**src/rtl/mem_port_arbiter_if.sv**
```systemverilog
// ============================================================================
// Module      : mem_port_arbiter_if
// Description : Fetch, load/store and SRAM signal bundle for mem_port_arbiter.
// Revision    : 1.0 - initial release
// ============================================================================
`default_nettype none

interface mem_port_arbiter_if #(
    parameter int ADDRLEN = 16,
    parameter int XLEN    = 32
);
    logic               i_req;
    logic [ADDRLEN-1:0] i_addr;
    logic               i_gnt;
    logic               i_rvalid;
    logic [XLEN-1:0]    i_rdata;

    logic               d_req;
    logic               d_we;
    logic [ADDRLEN-1:0] d_addr;
    logic [1:0]         d_size;
    logic               d_unsigned;
    logic [XLEN-1:0]    d_wdata;
    logic               d_gnt;
    logic               d_rvalid;
    logic [XLEN-1:0]    d_rdata;
    logic               d_err;

    logic [ADDRLEN-1:0] mem_addr;
    logic [XLEN-1:0]    mem_wdata;
    logic               mem_wen;
    logic [3:0]         mem_ben;
    logic [XLEN-1:0]    mem_rdata;

    // Core requesters and SRAM together form the master side.
    modport master (
        output i_req, i_addr, d_req, d_we, d_addr, d_size, d_unsigned, d_wdata, mem_rdata,
        input  i_gnt, i_rvalid, i_rdata, d_gnt, d_rvalid, d_rdata, d_err,
        input  mem_addr, mem_wdata, mem_wen, mem_ben
    );

    modport slave (
        input  i_req, i_addr, d_req, d_we, d_addr, d_size, d_unsigned, d_wdata, mem_rdata,
        output i_gnt, i_rvalid, i_rdata, d_gnt, d_rvalid, d_rdata, d_err,
        output mem_addr, mem_wdata, mem_wen, mem_ben
    );
endinterface

`default_nettype wire

```
**src/rtl/mem_port_arbiter.sv**
```systemverilog
// ============================================================================
// Module      : mem_port_arbiter
// Description : Two-port (fetch / load-store) arbiter onto one byte-addressed
//               SRAM with lane steering, load extension and alignment checks.
// Revision    : 1.0 - initial release
// ============================================================================
`default_nettype none

module mem_port_arbiter #(
    parameter int ADDRLEN      = 16,
    parameter int XLEN         = 32,
    parameter int STARVE_LIMIT = 4
) (
    input  wire logic         clk,
    input  wire logic         rst,
    mem_port_arbiter_if.slave bus
);

    typedef enum logic [0:0] {
        ST_IDLE   = 1'b0,
        ST_ACCESS = 1'b1
    } state_t;

    localparam logic [3:0] c_STARVE_LIMIT = 4'(STARVE_LIMIT);

    state_t             r_state;
    logic [3:0]         r_starve;
    logic               r_own_i;
    logic               r_we;
    logic               r_uns;
    logic [1:0]         r_size;
    logic [ADDRLEN-1:0] r_addr;
    logic [XLEN-1:0]    r_wdata;

    logic               r_i_rvalid;
    logic [XLEN-1:0]    r_i_rdata;
    logic               r_d_rvalid;
    logic               r_d_err;
    logic [XLEN-1:0]    r_d_rdata;

    logic               w_idle;
    logic               w_acc;
    logic               w_i_pri;
    logic               w_d_gnt;
    logic               w_i_gnt;
    logic               w_err;
    logic               w_dst;
    logic [3:0]         w_ben;
    logic [XLEN-1:0]    w_wdata;
    logic [XLEN-1:0]    w_rshift;
    logic [XLEN-1:0]    w_ld;

    // Grants only from IDLE and never while reset is asserted.
    assign w_idle  = (r_state == ST_IDLE) && !rst;
    assign w_acc   = (r_state == ST_ACCESS) && !rst;
    assign w_i_pri = (r_starve == c_STARVE_LIMIT);
    assign w_d_gnt = w_idle && bus.d_req && !(bus.i_req && w_i_pri);
    assign w_i_gnt = w_idle && bus.i_req && !w_d_gnt;

    always_comb begin
        w_err = 1'b0;
        case (r_size)
            2'd0:    w_err = 1'b0;
            2'd1:    w_err = r_addr[0];
            2'd2:    w_err = (r_addr[1:0] != 2'b00);
            default: w_err = 1'b1;
        endcase
    end

    always_comb begin
        w_ben   = 4'b0000;
        w_wdata = '0;
        case (r_size)
            2'd0: begin
                w_ben   = 4'b0001 << r_addr[1:0];
                w_wdata = {{(XLEN-8){1'b0}}, r_wdata[7:0]} << {r_addr[1:0], 3'b000};
            end
            2'd1: begin
                w_ben   = r_addr[1] ? 4'b1100 : 4'b0011;
                w_wdata = {{(XLEN-16){1'b0}}, r_wdata[15:0]} << {r_addr[1], 4'b0000};
            end
            2'd2: begin
                w_ben   = 4'b1111;
                w_wdata = r_wdata;
            end
            default: begin
                w_ben   = 4'b0000;
                w_wdata = '0;
            end
        endcase
    end

    assign w_dst         = w_acc && !r_own_i && r_we && !w_err;
    assign bus.i_gnt     = w_i_gnt;
    assign bus.d_gnt     = w_d_gnt;
    assign bus.mem_addr  = w_acc ? r_addr : '0;
    assign bus.mem_wen   = w_dst;
    assign bus.mem_ben   = w_dst ? w_ben : 4'b0000;
    assign bus.mem_wdata = w_dst ? w_wdata : '0;

    // Shift the addressed lane down to bit 0 before extending.
    assign w_rshift = bus.mem_rdata >> {r_addr[1:0], 3'b000};

    always_comb begin
        w_ld = '0;
        if (!r_we && !w_err) begin
            case (r_size)
                2'd0:    w_ld = {{(XLEN-8){w_rshift[7] & ~r_uns}}, w_rshift[7:0]};
                2'd1:    w_ld = {{(XLEN-16){w_rshift[15] & ~r_uns}}, w_rshift[15:0]};
                2'd2:    w_ld = w_rshift;
                default: w_ld = '0;
            endcase
        end
    end

    always_ff @(posedge clk) begin
        if (rst) begin
            r_state    <= ST_IDLE;
            r_starve   <= 4'd0;
            r_own_i    <= 1'b0;
            r_we       <= 1'b0;
            r_uns      <= 1'b0;
            r_size     <= 2'd0;
            r_addr     <= '0;
            r_wdata    <= '0;
            r_i_rvalid <= 1'b0;
            r_i_rdata  <= '0;
            r_d_rvalid <= 1'b0;
            r_d_err    <= 1'b0;
            r_d_rdata  <= '0;
        end else begin
            r_i_rvalid <= 1'b0;
            r_d_rvalid <= 1'b0;
            r_d_err    <= 1'b0;
            case (r_state)
                ST_IDLE: begin
                    if (w_i_gnt || w_d_gnt) begin
                        r_state <= ST_ACCESS;
                        r_own_i <= w_i_gnt;
                        r_we    <= w_d_gnt && bus.d_we;
                        r_uns   <= bus.d_unsigned;
                        r_size  <= w_i_gnt ? 2'd2 : bus.d_size;
                        r_addr  <= w_i_gnt ? {bus.i_addr[ADDRLEN-1:2], 2'b00} : bus.d_addr;
                        r_wdata <= bus.d_wdata;
                    end
                    if (w_i_gnt) begin
                        r_starve <= 4'd0;
                    end else if (w_d_gnt && bus.i_req) begin
                        r_starve <= r_starve + 4'd1;
                    end
                end
                ST_ACCESS: begin
                    r_state <= ST_IDLE;
                    if (r_own_i) begin
                        r_i_rvalid <= 1'b1;
                        r_i_rdata  <= bus.mem_rdata;
                    end else begin
                        r_d_rvalid <= 1'b1;
                        r_d_err    <= w_err;
                        r_d_rdata  <= w_ld;
                    end
                end
                default: r_state <= ST_IDLE;
            endcase
        end
    end

    assign bus.i_rvalid = r_i_rvalid;
    assign bus.i_rdata  = r_i_rdata;
    assign bus.d_rvalid = r_d_rvalid;
    assign bus.d_err    = r_d_err;
    assign bus.d_rdata  = r_d_rdata;

endmodule

`default_nettype wire

```
**src/flat_wrapper.sv**
```systemverilog
// flat-port wrapper written by rule: the top's interface ports become plain ports
module mem_port_arbiter_flat 
#(
    parameter int ADDRLEN      = 16,
    parameter int XLEN         = 32,
    parameter int STARVE_LIMIT = 4
)
  (clk, rst, bus_i_req, bus_i_addr, bus_d_req, bus_d_we, bus_d_addr, bus_d_size, bus_d_unsigned, bus_d_wdata, bus_mem_rdata, bus_i_gnt, bus_i_rvalid, bus_i_rdata, bus_d_gnt, bus_d_rvalid, bus_d_rdata, bus_d_err, bus_mem_addr, bus_mem_wdata, bus_mem_wen, bus_mem_ben);
  mem_port_arbiter_if #(.ADDRLEN(ADDRLEN), .XLEN(XLEN)) bus_i ();
  input  wire logic clk;
  input  wire logic rst;
  input wire logic [$bits(bus_i.i_req)-1:0] bus_i_req;
  input wire logic [$bits(bus_i.i_addr)-1:0] bus_i_addr;
  input wire logic [$bits(bus_i.d_req)-1:0] bus_d_req;
  input wire logic [$bits(bus_i.d_we)-1:0] bus_d_we;
  input wire logic [$bits(bus_i.d_addr)-1:0] bus_d_addr;
  input wire logic [$bits(bus_i.d_size)-1:0] bus_d_size;
  input wire logic [$bits(bus_i.d_unsigned)-1:0] bus_d_unsigned;
  input wire logic [$bits(bus_i.d_wdata)-1:0] bus_d_wdata;
  input wire logic [$bits(bus_i.mem_rdata)-1:0] bus_mem_rdata;
  output wire logic [$bits(bus_i.i_gnt)-1:0] bus_i_gnt;
  output wire logic [$bits(bus_i.i_rvalid)-1:0] bus_i_rvalid;
  output wire logic [$bits(bus_i.i_rdata)-1:0] bus_i_rdata;
  output wire logic [$bits(bus_i.d_gnt)-1:0] bus_d_gnt;
  output wire logic [$bits(bus_i.d_rvalid)-1:0] bus_d_rvalid;
  output wire logic [$bits(bus_i.d_rdata)-1:0] bus_d_rdata;
  output wire logic [$bits(bus_i.d_err)-1:0] bus_d_err;
  output wire logic [$bits(bus_i.mem_addr)-1:0] bus_mem_addr;
  output wire logic [$bits(bus_i.mem_wdata)-1:0] bus_mem_wdata;
  output wire logic [$bits(bus_i.mem_wen)-1:0] bus_mem_wen;
  output wire logic [$bits(bus_i.mem_ben)-1:0] bus_mem_ben;
  assign bus_i.i_req = bus_i_req;
  assign bus_i.i_addr = bus_i_addr;
  assign bus_i.d_req = bus_d_req;
  assign bus_i.d_we = bus_d_we;
  assign bus_i.d_addr = bus_d_addr;
  assign bus_i.d_size = bus_d_size;
  assign bus_i.d_unsigned = bus_d_unsigned;
  assign bus_i.d_wdata = bus_d_wdata;
  assign bus_i.mem_rdata = bus_mem_rdata;
  assign bus_i_gnt = bus_i.i_gnt;
  assign bus_i_rvalid = bus_i.i_rvalid;
  assign bus_i_rdata = bus_i.i_rdata;
  assign bus_d_gnt = bus_i.d_gnt;
  assign bus_d_rvalid = bus_i.d_rvalid;
  assign bus_d_rdata = bus_i.d_rdata;
  assign bus_d_err = bus_i.d_err;
  assign bus_mem_addr = bus_i.mem_addr;
  assign bus_mem_wdata = bus_i.mem_wdata;
  assign bus_mem_wen = bus_i.mem_wen;
  assign bus_mem_ben = bus_i.mem_ben;
  mem_port_arbiter #(.ADDRLEN(ADDRLEN), .XLEN(XLEN), .STARVE_LIMIT(STARVE_LIMIT)) u_core (.clk(clk), .rst(rst), .bus(bus_i));
endmodule
```
**config.mk**
```make
export PLATFORM = sky130hd
export DESIGN_NAME = mem_port_arbiter_flat
export DESIGN_NICKNAME = d
export VERILOG_FILES = /design/src/rtl/mem_port_arbiter_if.sv /design/src/rtl/mem_port_arbiter.sv /design/src/flat_wrapper.sv
export SDC_FILE = /design/constraint.sdc
export NUM_CORES = 1
export LEC_CHECK = 0
export CORE_UTILIZATION = 47
export CTS_CLUSTER_SIZE = 24
export DETAILED_ROUTE_END_ITERATION = 10
export PLACE_DENSITY = 0.91
export SYNTH_ARGS = -nofsm -noshare
export SYNTH_HDL_FRONTEND = slang
export SYNTH_SLANG_ARGS = --single-unit
export TNS_END_PERCENT = 100
```
**constraint.sdc**
```tcl
create_clock -name clk -period 5.65 [get_ports clk]
set_input_delay 1.13 -clock clk [delete_from_list [all_inputs] [get_ports clk]]
set_output_delay 1.13 -clock clk [all_outputs]
set_load 0.01 [all_outputs]
```
==> run_results.csv, run 1 <==
group,metric,value,unit
sta,grt_setup_unrepaired,"no",
clock_network,cts_buffer_depth,2,
critical_path,crit_fanout,34,
critical_path,worst_setup_path_end_kind,"primary output",
die,die_y,113,um
critical_path,worst_setup_endpoint,"bus_mem_wdata[31]",
global_route,grt_util_all_layers,29.4,%
drt,wire_length_reported_by_the_detailed_router,18.6,mm
sta,hold_slack,0.454,ns
global_route,globalRouteOverflowTotal,0,
critical_path,timing.critical_path.required,4.52,ns
pwr,p_switching,0.607,mW
die,placeableCoreArea,12000,sq um
synthesis,synth_ff_type,"dfxtp_1",
die,total_die_area,12700,sq um
clock_network,cts_hold_repair_buffers,0,
global_route,global_route.usage.met2,48.6,%
critical_path,crit-reg2reg-capture,"u_core.bus.d_rdata[20]",
global_route,grt_start_max_net_pins,80,
synthesis,synth_edf_count,0,
synthesis,synthesis.yosys.warnings,0,
global_route,met3_resource_use_gr,8.84,%
synthesis,synth-async-reset-ratio,0,%
synthesis,synth.lib_cells_used.distinct,47,
die,ios,226,
place,gp_congestion,0.889,
layout,layout.cell_area.non_filler,8610,sq um
place,port_buffers,223,
drt,drt_drc_violations_left,0,
synthesis,synth.largest_area_cell,"dfxtp_1",
global_route,first_pass_grt_wire_length,29.2,mm
synthesis,synth_area_leaders,"dfxtp_1 (43%), nand2_1 (11%), a21oi_1 (8.3%)",
die,floorplan.initialDensity,48.0,%
synthesis,seq_area_frac_synth,43.4,%
clock_network,tritoncts,"built",
clock_network,insertion_delay_to_the_later_sink_of_the_worst_skew_pair,0.42,ns
sta,layout_worst_path_cycle_share,78.9,%
layout,fillCellCount,876,
drt,route.detailed.wl_per_inst,17.7,um
synthesis,syn_inst,701,
sta,setup_viol_count_final,0,
drt,drt_pre_antenna_iters,7,
sta,clock-skew-final,0.00666,ns
place,placedInstanceArea,7970,sq um
place,dpl.cell_count,1019,
clock_network,cts_resized,0,
pwr,vdd.ir_drop.worst,0.188,mV
synthesis,netlist_area,5770,sq um
flow_run,cap_viol_max_count,0,
layout,area_growth,49.2,%
die,die_outline_width,113,um
sta,timing_hold_violations_final,0,
clock_network,numCtsBuffers,17,
sta,setup_tns,0,ns
min_path,timing.hold.worst.class,"register to register",
pwr,design_power_total,2.48,mW
clock_network,clk_pin_slew_worst_paths,0.05,ns
layout,finalNonFillerCells,1051,
pwr,seqPwrFrac,38.9,%
critical_path,cp_data_arrival_time,3.33,ns
synthesis,syn_area_per_cell,8.23,sq um
pwr,swShare,24.5,%
layout,drive_above_1_share,8.96,%
pwr,cell_leakage_power,2.92,nW
synthesis,syn-num-nets,807,
layout,num-nets-final,997,
layout,layout.cells.most_common_list,"clkdlybuf4s50_1 (222), nand2_1 (175), dfxtp_1 (124)",
drt,viasPerCell,5.65,
global_route,globalRouteMet1Util,36.3,%
critical_path,worst-setup-path-type,"input port to primary output",
global_route,grt_most_used_layer,"met2",
critical_path,crit_path_start,"rst",
clock_network,clockRootBuffer,"clkbuf_16",
outcome,run_status,"complete, no violations",
sta,relSlewSlack,17.2,%
sta,worst-slew-pin-transition,1.24,ns
place,place_hpwl,12.7,mm
global_route,grt_antenna_before_repair,0,
drt,postRouteAntennaNets,0,
pwr,combinationalPowerShare,13.8,%
synthesis,synth.top_cell.area_share,43.4,%
critical_path,r2r_cells,4,
critical_path,rrSetupSlack,2.97,ns
global_route,grt_pass1_vias,5542,
sta,slew_violations,0,
pwr,internal-power,1.87,mW
drt,vias,5941,
clock_network,numClockSinks,125,
die,row_count,40,
critical_path,r2r_start,"u_core.r_state",
clock_network,cts_max_level,4,
sta,fin_crit,4.46,ns
sta,maxClockFrequency,0.224,GHz
critical_path,critical_path.startpoint_type,"input port",
layout,antenna_cells_inserted,0,
drt,drtIter0Drc,666,
clock_network,cts_setup_buffers,0,
synthesis,synth-seq-cells,125,
pwr,pwr-share-clk,47.3,%
layout,most_common_cell_after_layout_fill_and_taps_aside,"clkdlybuf4s50_1",
pwr,power-per-cell-area,288,nW/um^2
-- cell usage after synthesis, drive strengths merged, types with 2 or more instances --
master   instances
a221o           16
clkbuf          29
nor2            42
nor3             8
or3              2
buf             30
nand2b           4
dfxtp          125
nand3            3
or2              2
o2bb2ai          8
o21ai            5
nand4            2
a311oi           8
and2            25
a211oi          16
nor2b            5
a22oi           26
a2111oi          2
mux2i           27
inv              6
o211ai           7
mux2            15
a21oi           96
nor3b            3
and3             5
ha               2
nand2          175
-- worst min-delay path by stage --
stage                                       from                endpoint  slack (ns)  cells past startpoint
after floorplan               u_core.r_wdata[24]      u_core.r_wdata[24]        0.44                      2
after global placement     u_core.bus.i_rdata[8]   u_core.bus.i_rdata[8]        0.44                      2
after detailed placement  u_core.bus.i_rdata[28]  u_core.bus.i_rdata[28]        0.45                      2
after CTS                  u_core.bus.i_rdata[2]   u_core.bus.i_rdata[2]        0.45                      2
after global routing      u_core.bus.i_rdata[11]  u_core.bus.i_rdata[11]        0.46                      2
final                     u_core.bus.i_rdata[20]  u_core.bus.i_rdata[20]        0.45                      2
-- power groups by stage --
stage | clock (mW) | sequential (mW) | combinational, mW
after detailed placement | 0 | 0.979 | 0.336
after CTS | 1.18 | 0.962 | 0.340
after global placement | 0 | 0.977 | 0.331
after global routing | 1.22 | 0.967 | 0.369
final | 1.17 | 0.963 | 0.342
after floorplan | 0 | 0.980 | 0.167
-- critical path, cell delays in order --
cell and delay, ns:
buf_4 0.22, nor3b_1 0.49, nand3_2 0.56, a21oi_1 0.32, clkdlybuf4s50_1 0.58
-- through the flow --
stage          utilization [%]  worst slack (ns)
3_3_place_gp              66.4              1.29
3_5_place_dp              66.4              1.26
6_report                  71.7              1.19
4_1_cts                   71.7              1.22
2_1_floorplan                -              2.31
5_1_grt                   71.7             0.999
-- flip-flops by register name, summed over array words and instances (netlist names) --
name,cells
u_core.bus.d_rdata,32
u_core.bus.i_rdata,32
u_core.r_wdata,32
u_core.r_addr,16
u_core.r_starve,4
u_core.r_size,2
u_core.bus.d_err,1
u_core.bus.d_rvalid,1
u_core.bus.i_rvalid,1
u_core.r_own_i,1
u_core.r_state,1
u_core.r_uns,1
u_core.r_we,1
-- cell families (layout without fill, tap and decap cells) --
| logic type | after synthesis | count (layout) | synth area share, % |
|---|---|---|---|
| simple gates | 279 | 279 | 21.1 |
| compound gates | 187 | 187 | 22.1 |
| xor+xnor | 1 | 1 | 0.152 |
| buf+inv | 65 | 268 | 5.14 |
| flops | 125 | 125 | 43.4 |
| fa+ha+maj | 2 | 2 | 0.434 |
| mux | 42 | 42 | 7.61 |
-- cell type report --
type                            instances  area (sq um)  share of cell area (%)
Sequential cell                       125          2500                    29.1
Inverter                                6          22.5                   0.262
Clock inverter                         11           164                    1.90
Multi-Input combinational cell        511          2980                    34.6
Tap cell                              147           184                    2.14
Timing Repair Buffer                  230          2280                    26.5
Clock buffer                           21           470                    5.47
-- per-layer routing --
layer | share of wire [%] | routed length (um)
met5 | 0 | 0
met4 | 2.2 | 401
met3 | 8.2 | 1520
met2 | 48 | 8980
met1 | 41 | 7670
(Power assumes the default switching activity.)
==> run 2, diff against run 1 <==
- CORE_UTILIZATION: 47 -> 40
- PLACE_DENSITY: 0.91 -> 0.83
- clock period: 5.65 -> 4 ns (I/O delays scaled with it)
==> run 2 against run 1 <==
Hold slack lost 0.0032 ns. Largest cell class unchanged. Largest power group unchanged. Highest routed layer unchanged. Critical path depth is 1 higher. Global-route usage down 4.3 points. Clock-buffer cell count is 4 lower.
==> run_results.csv, run 2 (same netlist as run 1, synthesis figures left out) <==
group,metric,value,unit
outcome,run_status,"complete, no violations",
sta,clock-skew-final,0.00915,ns
layout,area_growth,49.5,%
sta,setup_tns,0,ns
layout,most_common_cell_after_layout_fill_and_taps_aside,"clkdlybuf4s50_1",
die,placeableCoreArea,14000,sq um
clock_network,cts_resized,0,
critical_path,worst_setup_endpoint,"bus_mem_wdata[9]",
layout,finalNonFillerCells,1088,
critical_path,cp_data_arrival_time,2.93,ns
pwr,cell_leakage_power,2.90,nW
critical_path,crit_path_start,"u_core.r_addr[0]",
drt,vias,5860,
layout,fillCellCount,1205,
layout,ff_latch_area,2500,sq um
critical_path,timing.critical_path.required,3.20,ns
die,die_y,122,um
layout,drive_above_1_share,9.47,%
sta,relSlewSlack,14.6,%
clock_network,cts_max_level,4,
sta,setup_viol_count_final,0,
global_route,grt_antenna_before_repair,0,
drt,viasPerCell,5.39,
global_route,first_pass_grt_wire_length,28.8,mm
global_route,globalRouteOverflowTotal,0,
sta,worst-slew-pin-transition,1.28,ns
sta,fin_crit,3.73,ns
clock_network,numClockSinks,125,
die,ios,226,
die,total_die_area,14900,sq um
layout,num-nets-final,1002,
place,placedInstanceArea,8050,sq um
place,port_buffers,223,
critical_path,crit-reg2reg-capture,"u_core.bus.d_rdata[26]",
global_route,grt_pass1_vias,5403,
die,die_outline_width,122,um
clock_network,cts_buffer_depth,2,
pwr,vdd.ir_drop.worst,0.292,mV
pwr,power-per-cell-area,387,nW/um^2
place,dpl.cell_count,1057,
critical_path,worst_setup_path_end_kind,"primary output",
clock_network,clockRootBuffer,"clkbuf_16",
critical_path,crit_fanout,18,
layout,antenna_cells_inserted,0,
critical_path,r2r_start,"u_core.r_addr[1]",
drt,route.detailed.wl_per_inst,17.2,um
sta,maxClockFrequency,0.268,GHz
min_path,timing.hold.worst.class,"register to register",
layout,layout.cell_area.non_filler,8620,sq um
clock_network,insertion_delay_to_the_later_sink_of_the_worst_skew_pair,0.42,ns
clock_network,clk_pin_slew_worst_paths,0.05,ns
critical_path,worst-setup-path-type,"register to primary output",
die,floorplan.initialDensity,41.2,%
critical_path,r2r_cells,5,
clock_network,tritoncts,"built",
global_route,grt_start_max_net_pins,59,
drt,drtIter0Drc,432,
critical_path,critical_path.startpoint_type,"register",
sta,grt_setup_unrepaired,"no",
global_route,grt_util_all_layers,25.1,%
sta,slew_violations,0,
drt,postRouteAntennaNets,0,
drt,wire_length_reported_by_the_detailed_router,18.7,mm
flow_run,cap_viol_max_count,0,
layout,multi_input_area,2980,sq um
die,row_count,43,
drt,drt_pre_antenna_iters,6,
clock_network,numCtsBuffers,17,
drt,drt_drc_violations_left,0,
sta,layout_worst_path_cycle_share,93.2,%
critical_path,rrSetupSlack,1.32,ns
layout,layout.cells.most_common_list,"clkdlybuf4s50_1 (222), nand2_1 (175), dfxtp_1 (124)",
clock_network,cts_hold_repair_buffers,0,
clock_network,cts_setup_buffers,0,
sta,timing_hold_violations_final,0,
place,gp_congestion,0.862,
place,place_hpwl,13.1,mm
min_path,worst_hold_path.num_cells,2,
[run 2: changes by cell type in the layout (fill, tap and decap cells not counted)]
| cell | previous run | this run |
|---|---|---|
| buf_4 | 8 | 13 |
| clkinvlp_4 | 2 | 6 |
| bufinv_16 | 4 | 2 |
| clkinv_2 | 4 | 3 |
| clkbuf_8 | 3 | 0 |
| inv_6 | 0 | 2 |
| clkbuf_1 | 1 | 0 |
[run 2: report_power, final]
part           leakage, nW  switching, mW  internal (mW)  total, mW
clock network        0.264          0.582          0.912       1.49
logic                 1.61          0.233          0.245      0.477
registers             1.02         0.0550           1.31       1.37
[run 2: metal layers]
layer	vias up	share of wire [%]	global-route usage, %
li1	2832	-	-
met1	2790	43	32.3
met2	201	48	40.5
met3	37	6.3	5.85
met4	0	2.8	9.91
met5	-	0	0
[run 2: metrics by stage]
| step | utilization, % | setup WS [ns] | power, mW | hold WS (ns) |
|---|---|---|---|---|
| 6_report | 61.6 | 0.271 | 3.34 | 0.451 |
| 5_1_grt | 61.6 | 0.0575 | 3.46 | 0.467 |
| 4_1_cts | 61.6 | 0.262 | 3.35 | 0.453 |
| 3_5_place_dp | 57.6 | 0.388 | 1.86 | 0.446 |
| 3_3_place_gp | 57.6 | 0.414 | 1.86 | 0.442 |
| 2_1_floorplan | - | 1.32 | 1.62 | 0.437 |
[run 2: worst min path at each step]
stage / slack, ns / endpoint / start
5_1_grt: 0.47 / u_core.bus.i_rdata[3] / u_core.bus.i_rdata[3]
2_1_floorplan: 0.44 / u_core.r_wdata[24] / u_core.r_wdata[24]
6_report: 0.45 / u_core.bus.i_rdata[5] / u_core.bus.i_rdata[5]
3_5_place_dp: 0.45 / u_core.bus.d_rdata[6] / u_core.bus.d_rdata[6]
4_1_cts: 0.45 / u_core.bus.i_rdata[9] / u_core.bus.i_rdata[9]
3_3_place_gp: 0.44 / u_core.bus.i_rdata[15] / u_core.bus.i_rdata[15]
[run 2: worst max-delay path: stages (launching register included)]
cell	delay (ns)
dfxtp_2	0.61
nor2b_1	0.20
buf_4	0.19
nor2b_1	0.65
a22oi_1	0.17
nor2_1	0.14
clkdlybuf4s50_1	0.55
[run 2: area by class of cell]
type | count | area share [%]
multi-input cells | 511 | 34.6
flip-flops and latches | 125 | 29.0
inverters | 6 | 0.261
clock buffers | 17 | 4.93
well taps | 180 | 2.61
clock inverters | 14 | 1.70
repair buffers | 235 | 26.9
==> run 3, diff against run 2 <==
- ABC_CLOCK_PERIOD_IN_PS: not set -> 4000
==> results of run 3 <==
No change in the layout: final DEF, timing and power equal those of run 2.
